==> config.mk <==
export PLATFORM = sky130hd
export DESIGN_NAME = addsub_arbiter
export DESIGN_NICKNAME = d
export VERILOG_FILES = /design/src/rtl/addsub_arb_pkg.sv /design/src/rtl/addsub_arbiter_rr_arb2.sv /design/src/rtl/addsub_arbiter.sv
export SDC_FILE = /design/constraint.sdc
export NUM_CORES = 1
export LEC_CHECK = 0
export BUFFER_PORTS_ARGS = -buffer_cell sky130_fd_sc_hd__buf_2
export CORE_UTILIZATION = 47
export DETAILED_ROUTE_END_ITERATION = 7
export GPL_ROUTABILITY_DRIVEN = 0
export PLACE_DENSITY = 0.8
export SETUP_SLACK_MARGIN = 0.1
export SLEW_MARGIN = 30
export SYNTH_ARGS = -nofsm -noshare
export SYNTH_HDL_FRONTEND = slang
export SYNTH_SLANG_ARGS = --single-unit
==> constraint.sdc <==
create_clock -name clk -period 4 [get_ports clk]
set_input_delay 0.6 -clock clk [delete_from_list [all_inputs] [get_ports clk]]
set_output_delay 0.6 -clock clk [all_outputs]
set_load 0.1 [all_outputs]
==> src/rtl/addsub_arb_pkg.sv <==
// Shared definitions for the add/subtract arbiter: FSM state encoding,
// default operand width, client index type and the signed-overflow helper.
package addsub_arb_pkg;

  localparam int DEFAULT_W = 4;

  typedef enum logic [1:0] {
    IDLE  = 2'd0,
    ISSUE = 2'd1,
    WAIT  = 2'd2,
    RESP  = 2'd3
  } state_e;

  // Client index: 0 or 1.
  typedef logic client_idx_t;

  // Two's-complement overflow from sign bits.
  // b_msb is the raw operand bit; it is inverted here for a subtract.
  function automatic logic addsub_ovf(input logic a_msb, input logic b_msb,
                                      input logic sub, input logic r_msb);
    logic b_eff;
    b_eff = b_msb ^ sub;
    return (a_msb == b_eff) && (r_msb != a_msb);
  endfunction

endpackage

==> src/rtl/addsub_arbiter_rr_arb2.sv <==
// Two-way round-robin picker. Purely combinational; the last-grant pointer
// register lives in the parent. A lone request wins outright; when both
// clients request, the one not granted last (the one ptr does not name) wins.
module rr_arb2
  import addsub_arb_pkg::*;
(
  input  logic [1:0]  req,
  input  client_idx_t ptr,
  output logic [1:0]  gnt,
  output client_idx_t next_ptr
);

  // Pick a winner and compute the pointer value that records it
  always_comb begin
    gnt      = 2'b00;
    next_ptr = ptr;
    case (req)
      2'b01: begin
        gnt      = 2'b01;
        next_ptr = 1'b0;
      end
      2'b10: begin
        gnt      = 2'b10;
        next_ptr = 1'b1;
      end
      2'b11: begin
        gnt      = ptr ? 2'b01 : 2'b10;
        next_ptr = ~ptr;
      end
      default: begin
        gnt      = 2'b00;
        next_ptr = ptr;
      end
    endcase
  end

endmodule

==> src/rtl/addsub_arbiter.sv <==
// Two-client controller for one shared registered add/subtract unit.
// Sequence per operation: IDLE (arbitrate, latch operands) -> ISSUE (au_en
// strobe) -> WAIT (capture au_result/au_cout) -> RESP (done pulse).
//
// Handshake: a client raises req[i] with its operands and holds req[i] high
// until it sees done[i]; done[i] is a one-cycle pulse with rsp_* valid in the
// same cycle. Operands are latched at the grant edge, so later changes on the
// client inputs do not disturb the operation in flight.
//
// Optional feature: define ADDSUB_ARB_OVF_EN to capture signed overflow into
// rsp_ovf; otherwise rsp_ovf is constant 0.
module addsub_arbiter
  import addsub_arb_pkg::*;
#(
  parameter int W = DEFAULT_W
) (
  input  logic         clk,
  input  logic         clr_n,
  input  logic [1:0]   req,
  input  logic [W-1:0] a0,
  input  logic [W-1:0] b0,
  input  logic [W-1:0] a1,
  input  logic [W-1:0] b1,
  input  logic [1:0]   sub,
  output logic [1:0]   gnt,
  output logic [1:0]   done,
  output logic [W-1:0] rsp_data,
  output logic         rsp_cout,
  output logic         rsp_ovf,
  output logic [W-1:0] au_a,
  output logic [W-1:0] au_b,
  output logic         au_sub,
  output logic         au_en,
  output logic         au_clr,
  input  logic [W-1:0] au_result,
  input  logic         au_cout
);

  state_e       state_q, state_d;
  client_idx_t  ptr_q, ptr_d;
  client_idx_t  win_q, win_d;
  logic [1:0]   gnt_q, gnt_d;
  logic [W-1:0] op_a_q, op_a_d;
  logic [W-1:0] op_b_q, op_b_d;
  logic         op_sub_q, op_sub_d;
  logic [W-1:0] rsp_data_q, rsp_data_d;
  logic         rsp_cout_q, rsp_cout_d;

  logic [1:0]   arb_gnt;
  client_idx_t  arb_next_ptr;

  rr_arb2 u_arb (
    .req      (req),
    .ptr      (ptr_q),
    .gnt      (arb_gnt),
    .next_ptr (arb_next_ptr)
  );

  // State register and datapath registers; pointer resets to client 1 so
  // client 0 wins the first contested request
  always_ff @(posedge clk) begin
    if (!clr_n) begin
      state_q    <= IDLE;
      ptr_q      <= 1'b1;
      win_q      <= 1'b0;
      gnt_q      <= 2'b00;
      op_a_q     <= '0;
      op_b_q     <= '0;
      op_sub_q   <= 1'b0;
      rsp_data_q <= '0;
      rsp_cout_q <= 1'b0;
    end else begin
      state_q    <= state_d;
      ptr_q      <= ptr_d;
      win_q      <= win_d;
      gnt_q      <= gnt_d;
      op_a_q     <= op_a_d;
      op_b_q     <= op_b_d;
      op_sub_q   <= op_sub_d;
      rsp_data_q <= rsp_data_d;
      rsp_cout_q <= rsp_cout_d;
    end
  end

  // Next-state: one fixed pass through ISSUE/WAIT/RESP per granted request
  always_comb begin
    state_d = state_q;
    case (state_q)
      IDLE:    state_d = (|req) ? ISSUE : IDLE;
      ISSUE:   state_d = WAIT;
      WAIT:    state_d = RESP;
      RESP:    state_d = IDLE;
      default: state_d = IDLE;
    endcase
  end

  // Datapath next values: grant and operand latch in IDLE, result capture in
  // WAIT, grant release on leaving RESP
  always_comb begin
    ptr_d      = ptr_q;
    win_d      = win_q;
    gnt_d      = gnt_q;
    op_a_d     = op_a_q;
    op_b_d     = op_b_q;
    op_sub_d   = op_sub_q;
    rsp_data_d = rsp_data_q;
    rsp_cout_d = rsp_cout_q;
    case (state_q)
      IDLE: begin
        if (|req) begin
          ptr_d    = arb_next_ptr;
          win_d    = arb_gnt[1];
          gnt_d    = arb_gnt;
          op_a_d   = arb_gnt[1] ? a1 : a0;
          op_b_d   = arb_gnt[1] ? b1 : b0;
          op_sub_d = arb_gnt[1] ? sub[1] : sub[0];
        end
      end
      WAIT: begin
        rsp_data_d = au_result;
        rsp_cout_d = au_cout;
      end
      RESP: begin
        gnt_d = 2'b00;
      end
      default: ;
    endcase
  end

  // Outputs: enable strobe in ISSUE, done pulse to the winner in RESP,
  // result-register clear follows reset
  always_comb begin
    au_en  = (state_q == ISSUE);
    done   = 2'b00;
    if (state_q == RESP) begin
      done = win_q ? 2'b10 : 2'b01;
    end
    au_clr = ~clr_n;
  end

  assign gnt      = gnt_q;
  assign au_a     = op_a_q;
  assign au_b     = op_b_q;
  assign au_sub   = op_sub_q;
  assign rsp_data = rsp_data_q;
  assign rsp_cout = rsp_cout_q;

`ifdef ADDSUB_ARB_OVF_EN
  logic rsp_ovf_q, rsp_ovf_d;

  // Overflow flag captured alongside the result in WAIT
  always_comb begin
    rsp_ovf_d = rsp_ovf_q;
    if (state_q == WAIT) begin
      rsp_ovf_d = addsub_ovf(op_a_q[W-1], op_b_q[W-1], op_sub_q, au_result[W-1]);
    end
  end

  // Overflow flag register
  always_ff @(posedge clk) begin
    if (!clr_n) begin
      rsp_ovf_q <= 1'b0;
    end else begin
      rsp_ovf_q <= rsp_ovf_d;
    end
  end

  assign rsp_ovf = rsp_ovf_q;
`else
  assign rsp_ovf = 1'b0;
`endif

endmodule

======== Yosys cells after proc, flatten, opt, wreduce, memory -nomap -nowiden ========
Cells that the tools add are included.
storage, ports and cells
  bits in registers ....................... 20
  output and inout bits ................... 21
cells by class
  equal/unequal tests ..................... 7
  mux-type cells .......................... 12
  bitwise operators ....................... 2
  reduce and logical (&&, ||, !) cells .... 7
operators with widths
  cell                                                 number
  equality test 2 bit, second input constant           4
  two-way mux 2 bit                                    4
  two-way mux 4 bit                                    2
  case mux 2 bit (4 select lines)                      1
  case mux 2 bit (3 select lines)                      1
  equality test 2 x 1 -> 1 bit, second input constant  2
  case mux 2 bit (2 select lines)                      1
  AND reduction 2 bit                                  2
  case mux 1 bit (3 select lines)                      1
  AND reduction 3 bit                                  1
  nonzero test 3 bit                                   1
  zero test 2 bit                                      1
  two-way mux 1 bit                                    2
  != test 2 bit, second input constant                 1
  inverter 1 bit                                       2
  nonzero test 2 bit                                   1
  OR reduction 2 bit                                   1

======== Depth between registers and ports, before layout ========
Gate-level depths: netlist (run 1).
  word-level depth ........................ 4
  depth in mapped cells ................... 7
  depth with buffers taken out ............ 5

======== Modules after synthesis ========
From an unflattened synthesis (run 1), not the netlist that was laid out.
unflattened totals
  cell total of the unflattened synthesis .. 98
  area total of the unflattened synthesis .. 965.9 um2
by module, submodules not included
  module          times used  cells each  area each (um2)
  addsub_arbiter  1           93          937.1
  rr_arb2         1           5           28.8

======== Worst setup path after synthesis (run 1) ========
No wires, ideal clock.
  kind .................................... flip-flop to output port
  start point ............................. reg state_q[0]
  end point ............................... out done[0]
  arrival time ............................ 1.892 ns
  required time ........................... 3.400 ns
  path slack .............................. 1.508 ns
  cell stages (with the launch flop) ...... 3
  cell sequence ........................... dfxtp_1 > ha_1 > nor2b_1
on the way
  longest elaborated chain between the ends .. 2
RTL lines
  item                      line                   text
  start: declaration        addsub_arbiter.sv:39   state_e state_q, state_d;
  start signal: assignment  addsub_arbiter.sv:73   state_q <= state_d;
  equality test 2 bit       addsub_arbiter.sv:135  if (state_q == RESP) begin
  two-way mux 2 bit         addsub_arbiter.sv:135
  end: declaration          addsub_arbiter.sv:26   output logic [1:0] done,
No other way between the ends.

======== Worst setup path after layout (run 1) ========
Same ends and word-level chain as after synthesis.

==> results of run 1 <==
cells by family after synthesis:
logic type	after synthesis	synth area share, %
AO/OA/AOI/OAI	27	26.60
flip-flops	20	43.66
AND/OR/NAND/NOR	19	11.32
buffers and inverters	10	7.094
multiplexers	5	5.457
adder cells (fa/ha/maj)	4	5.457
other	1	0.4089
through the flow:
step                      cell area [um2]  cells  hold WS [ns]
final                                1177    154        0.4726
after CTS                            1177    154        0.4794
after floorplan                     917.1     86        0.4451
after detailed placement             1125    150        0.4631
after global routing                 1177    154        0.4974
after global placement               1125    150        0.4637
layout make-up:
type	count	area (um2)
Fill cell	158	605.6
Multi-Input combinational cell	56	451.7
Sequential cell	20	400.4
Timing Repair Buffer	46	230.2
Tap cell	25	31.28
Clock inverter	1	30.03
Clock buffer	3	22.52
Inverter	3	11.26
flip-flops by register name, indices dropped and copies added, names as in the netlist:
register  flops
au_a          4
au_b          4
rsp_data      4
gnt           2
state_q       2
au_sub        1
ptr_q         1
rsp_cout      1
win_q         1
final timing paths:
check,to,cells after the start,slack [ns],from
worst max register to register,au_sub,5,2.40,state_q[0]
worst min register to register,win_q,2,0.47,win_q
worst max-delay path,done[0],3,1.91,state_q[0]
worst min-delay path,win_q,2,0.47,win_q
per-layer routing:
layer	vias to the layer above	routed length [um]
li1	400	-
met1	389	845
met2	27	978
met3	4	95
met4	0	20
met5	-	0
report_power, final:
part / switching (mW) / internal, mW / total, mW
Sequential: 0.0290 / 0.250 / 0.279
Combinational: 0.450 / 0.141 / 0.591
Clock: 0.0612 / 0.101 / 0.163
Total: 0.540 / 0.493 / 1.03
layout by cell type, fill, tap and decap left out, types with 2 or more instances in the layout:
cell,n
mux2i_1,5
a21oi_1,3
ha_1,4
nand2_1,3
nor2_1,7
clkbuf_4,3
dfxtp_1,20
nand2_2,2
o211a_1,9
o32a_2,9
o21ai_0,3
buf_2,46
and2_1,2
inv_1,2
tightest hold or removal path: stages (launching register included):
cell and delay [ns]:
dfxtp_1 0.33, nand2_1 0.05, a21oi_1 0.05
==> load_flow_metrics.sql, run 1 <==
INSERT INTO impl_metrics (metric_group, metric, value, unit) VALUES
('placement', 'io_buffer_count', '46', ''),
('global_routing', 'use_met1', '25.84', '%'),
('setup_path', 'critical_path_required_time', '3.40', 'ns'),
('yosys', 'synth-main-ff-cell', 'dfxtp_1', ''),
('die', 'die_area', '2132', 'um2'),
('global_routing', 'congestion_overflow_gr', '0', ''),
('yosys', 'post_synthesis_mean_instance_area', '10.66', 'um2'),
('drt', 'drt-wirelength-per-cell', '12.60', 'um'),
('clocking', 'cts_max_path_buffers', '2', ''),
('yosys', 'syn_area', '917.1', 'um2'),
('setup_path', 'path_cells', 'ha_1, nor2b_1, buf_2', ''),
('yosys', 'number_of_nets_in_the_synthesized_netlist', '117', ''),
('global_routing', 'use_met3', '7.059', '%'),
('sta', 'layout_setup_ws', '1.913', 'ns'),
('sta', 'fmax', '0.4792', 'GHz'),
('die', 'die_height', '46.18', 'um'),
('sta', 'setup_viol', '0', ''),
('sta', 'finalCriticalPeriod', '2.087', 'ns'),
('clocking', 'cts.repair_timing.setup_buffer_count', '0', ''),
('drt', 'drt_pass1_iterations', '4', ''),
('yosys', 'synth_top_area_share', '43.66', '%'),
('power_and_ir_drop', 'total_power', '1.033', 'mW'),
('clocking', 'quantity_of_hold_fixing_buffers_added_after_cts', '0', ''),
('clocking', 'clock-root-buffer', 'clkbuf_4', ''),
('yosys', 'synth_enable_flop_cells', '0', ''),
('yosys', 'synth_warnings', '0', ''),
('die', 'die_width', '46.18', 'um'),
('setup_path', 'crit_path_max_fanout', '5', ''),
('sta', 'timing.final.crit_share', '52.18', '%'),
('die', 'placeableCoreArea', '1783', 'um2'),
('die', 'io_pins', '48', ''),
('sta', 'rsz0062_at_grt', 'false', ''),
('global_routing', 'grt_pass1_vias', '688', ''),
('global_routing', 'grt_start_max_net_pins', '14', ''),
('clocking', 'clock_tree_from_tritoncts', 'built', ''),
('yosys', 'synthDominantAreaCellType', 'dfxtp_1', ''),
('setup_path', 'setup.worst_path.start_class', 'flop', ''),
('cells_and_area', 'area_growth_syn_to_layout', '28.38', '%'),
('placement', 'post-dp-hpwl', '1457', 'um'),
('setup_path', 'critical_path.top_delay_family', 'buffers and inverters', ''),
('power_and_ir_drop', 'power-per-cell-area', '877.4', 'nW/um2'),
('clocking', 'clkSinkCount', '20', ''),
('global_routing', 'wire_length_of_the_first_global_routing_pass', '2939', 'um'),
('yosys', 'synthDistinctLibCells', '26', ''),
('global_routing', 'number_of_antenna_violations_at_the_first_check_in_global_routing', '0', ''),
('global_routing', 'grt_most_used_layer', 'met2', ''),
('die', 'start_util', '51.44', '%'),
('yosys', 'ffs_latches_synth', '20', ''),
('sta', 'finalSetupTns', '0', 'ns'),
('min_path', 'min-delay-path-class', 'reg2reg', ''),
('clocking', 'clock_tree.htree_level_count', '1', ''),
('yosys', 'syn-instance-count', '86', ''),
('yosys', 'seq_area_frac_synth', '43.66', '%'),
('global_routing', 'grtUsageMet2', '29.86', '%'),
('job', 'max_cap_viols', '0', ''),
('setup_path', 'worstPathBufferInverterCount', '1', ''),
('sta', 'drv_slew', '0', ''),
('setup_path', 'path_class', 'reg2out', ''),
('yosys', 'ys_top_cells_by_area', 'dfxtp_1 44%, o32a_2 11%, o211a_1 9.8%, ha_1 5.5%, mux2i_1 5.5%', ''),
('clocking', 'clock_latency', '0.30', 'ns'),
('cells_and_area', 'antenna-diode-count', '0', ''),
('clocking', 'tritoncts.num_buffers', '3', ''),
('placement', 'pre_cts_ws', '1.939', 'ns'),
('yosys', 'async_flop_share', '0', '%'),
('yosys', 'synthTopCellsByCount', '20 x dfxtp_1, 9 x o211a_1, 9 x o32a_2', ''),
('power_and_ir_drop', 'p_leak', '0.6197', 'nW'),
('drt', 'route.vias.total', '820', ''),
('status', 'status', 'finished clean', ''),
('drt', 'routed_wirelength', '1940', 'um'),
('setup_path', 'critical_path.max_stage_delay', '0.43', 'ns'),
('drt', 'route.antenna.remaining_nets', '0', '');
(Power assumes the default switching activity.)
==> run 2: changes to the inputs <==
Settings changed: CORE_UTILIZATION 47 to 39, PLACE_DENSITY 0.8 to 0.7.
Clock period 4 ns to 1.9 ns, I/O delays scaled along.
==> run 2 against run 1 <==
Effect of this change:
- sequential share of layout area is 0.072 points lower
- non-clock buffer count up 1
- worst setup slack worse by 1.7 ns
- critical path type unchanged
- highest routed layer unchanged
==> load_flow_metrics.sql, run 2 (same netlist as run 1, synthesis figures left out) <==
INSERT INTO impl_metrics (metric_group, metric, value, unit) VALUES
('status', 'status', 'finished clean', ''),
('power_and_ir_drop', 'power-per-cell-area', '1764', 'nW/um2'),
('drt', 'detailedRoute.firstIterationViolations', '10', ''),
('die', 'io_pins', '48', ''),
('cells_and_area', 'antenna-diode-count', '0', ''),
('drt', 'routed_wirelength', '1995', 'um'),
('die', 'placeableCoreArea', '2212', 'um2'),
('clocking', 'clkSinkCount', '20', ''),
('clocking', 'clock_tree_from_tritoncts', 'built', ''),
('clocking', 'clock_latency', '0.30', 'ns'),
('placement', 'post-dp-hpwl', '1502', 'um'),
('clocking', 'clk_pin_slew_worst_paths', '0.11', 'ns'),
('clocking', 'quantity_of_hold_fixing_buffers_added_after_cts', '0', ''),
('clocking', 'tritoncts.num_buffers', '3', ''),
('placement', 'io_buffer_count', '46', ''),
('cells_and_area', 'area_growth_syn_to_layout', '28.65', '%'),
('setup_path', 'setup.worst_path.start', 'state_q[1]', ''),
('min_path', 'min-delay-path-class', 'in2reg', ''),
('setup_path', 'critical_path.endpoint', 'done[0]', ''),
('setup_path', 'timing.critical_path.to_type', 'output pin', ''),
('cells_and_area', 'layout_commonest_cell', 'buf_2', ''),
('sta', 'fmax', '0.6013', 'GHz'),
('setup_path', 'r2r_start', 'state_q[0]', ''),
('die', 'die_width', '50.50', 'um'),
('drt', 'drc', '0', ''),
('die', 'rows', '17', ''),
('clocking', 'cts.repair_timing.setup_buffer_count', '0', ''),
('global_routing', 'grt_pass1_vias', '761', ''),
('clocking', 'cts_max_path_buffers', '2', ''),
('cells_and_area', 'drive_gt1_share', '49.23', '%'),
('power_and_ir_drop', 'total_power', '2.082', 'mW'),
('placement', 'pre_cts_ws', '0.3896', 'ns'),
('cells_and_area', 'final_cell_mix', '44 x buf_2, 20 x dfxtp_1, 9 x o32a_2, 9 x o211a_1, 7 x nor2_1', ''),
('setup_path', 'crit_arrival', '1.38', 'ns'),
('setup_path', 'critical_path_required_time', '1.62', 'ns'),
('drt', 'drt-wirelength-per-cell', '12.63', 'um'),
('drt', 'via_per_inst', '5.063', ''),
('global_routing', 'congestion_overflow_gr', '0', ''),
('sta', 'finClkSkew', '0.0009956', 'ns'),
('setup_path', 'critical_path.max_stage_delay', '0.37', 'ns'),
('die', 'die_area', '2550', 'um2'),
('setup_path', 'crit_path_max_fanout', '5', ''),
('cells_and_area', 'multi_input_area', '454.2', 'um2'),
('die', 'die_height', '50.50', 'um'),
('sta', 'layout_setup_ws', '0.2369', 'ns'),
('power_and_ir_drop', 'power.ir.vdd_worst', '0.7970', 'mV'),
('sta', 'setup_viol', '0', ''),
('setup_path', 'slowest_stage', 'dfxtp_1', ''),
('cells_and_area', 'seqCellArea', '400.4', 'um2'),
('drt', 'route.vias.total', '800', ''),
('global_routing', 'track_usage', '16.25', '%'),
('cells_and_area', 'postLayoutCoreUtil', '53.34', '%'),
('cells_and_area', 'total_nets_final', '162', ''),
('sta', 'rsz0062_at_grt', 'false', ''),
('clocking', 'clock-root-buffer', 'clkbuf_4', ''),
('sta', 'finalSetupTns', '0', 'ns'),
('global_routing', 'wire_length_of_the_first_global_routing_pass', '3174', 'um'),
('setup_path', 'setup_slack_on_the_worst_flop_to_flop_path', '0.37', 'ns'),
('global_routing', 'grt_start_max_net_pins', '14', ''),
('setup_path', 'setup.worst_path.start_class', 'flop', ''),
('setup_path', 'path_class', 'reg2out', ''),
('setup_path', 'reg2reg_depth', '5', ''),
('drt', 'drt_pass1_iterations', '3', ''),
('setup_path', 'path_cells', 'ha_1, nor2b_2, clkbuf_4', ''),
('clocking', 'clock_tree.htree_level_count', '1', ''),
('sta', 'timing.final.crit_share', '87.53', '%'),
('sta', 'finalCriticalPeriod', '1.663', 'ns'),
('job', 'max_cap_viols', '0', ''),
('die', 'start_util', '41.46', '%'),
('sta', 'final_layout_worst_hold_slack', '0.2183', 'ns'),
('power_and_ir_drop', 'p_leak', '0.6163', 'nW'),
('drt', 'route.antenna.remaining_nets', '0', ''),
('global_routing', 'number_of_antenna_violations_at_the_first_check_in_global_routing', '0', ''),
('sta', 'hold_viol_final', '0', ''),
('setup_path', 'r2r_end', 'au_a[3]', ''),
('cells_and_area', 'n_fill_cell', '221', ''),
('sta', 'drv_slew', '0', '');
## run 2: worst min path at each step
stage | slack [ns] | from | depth (start not counted) | end
after global routing | 0.21 | b1[1] | 2 | au_b[1]
after floorplan | 0.41 | clr_n | 1 | state_q[1]
after detailed placement | 0.47 | gnt[0] | 2 | gnt[0]
after global placement | 0.46 | gnt[0] | 2 | gnt[0]
after CTS | 0.21 | a1[0] | 2 | au_a[0]
final | 0.22 | a1[0] | 2 | au_a[0]
## run 2: power by group
| part | total, mW | internal [mW] | leakage, nW | switching, mW |
|---|---|---|---|---|
| Sequential | 0.586 | 0.527 | 0.165 | 0.0592 |
| Combinational | 1.25 | 0.302 | 0.430 | 0.951 |
| Clock | 0.242 | 0.117 | 0.0210 | 0.125 |
| Total | 2.08 | 0.946 | 0.616 | 1.14 |
## run 2: worst max-delay path, delay by kind of cell (launching register included)
kind / cells / cell delay [ns]
adders and majority gates: 1 / 0.23
buffers and inverters: 1 / 0.33
DFF: 1 / 0.37
and+or+nand+nor: 1 / 0.15
## run 2: area by class of cell
type	count	share of cell area, %
Sequential cell	20	33.93
Tap cell	28	2.969
Inverter	3	0.9544
Clock buffer	4	3.075
Timing Repair Buffer	47	20.57
Multi-Input combinational cell	56	38.49
## run 2: stage by stage
| stage | area (um2) | std cells |
|---|---|---|
| 5_1_grt | 1180 | 158 |
| 6_report | 1180 | 158 |
| 2_1_floorplan | 919.6 | 86 |
| 3_5_place_dp | 1139 | 154 |
| 3_3_place_gp | 1139 | 154 |
| 4_1_cts | 1175 | 158 |
## run 2: layer usage
metal,up-vias,track usage [%],part of all wire (%)
li1,402,-,-
met3,2,2.424,3.2
met2,18,27.78,53
met4,0,6.481,0.85
met5,-,0,0
met1,378,20.30,43
## run 2: repair_timing
item                                    4_1_cts  5_1_grt
hold endpoints to repair                      0        0
gates resized for setup                       0        2
endpoints found under the setup margin        0        2
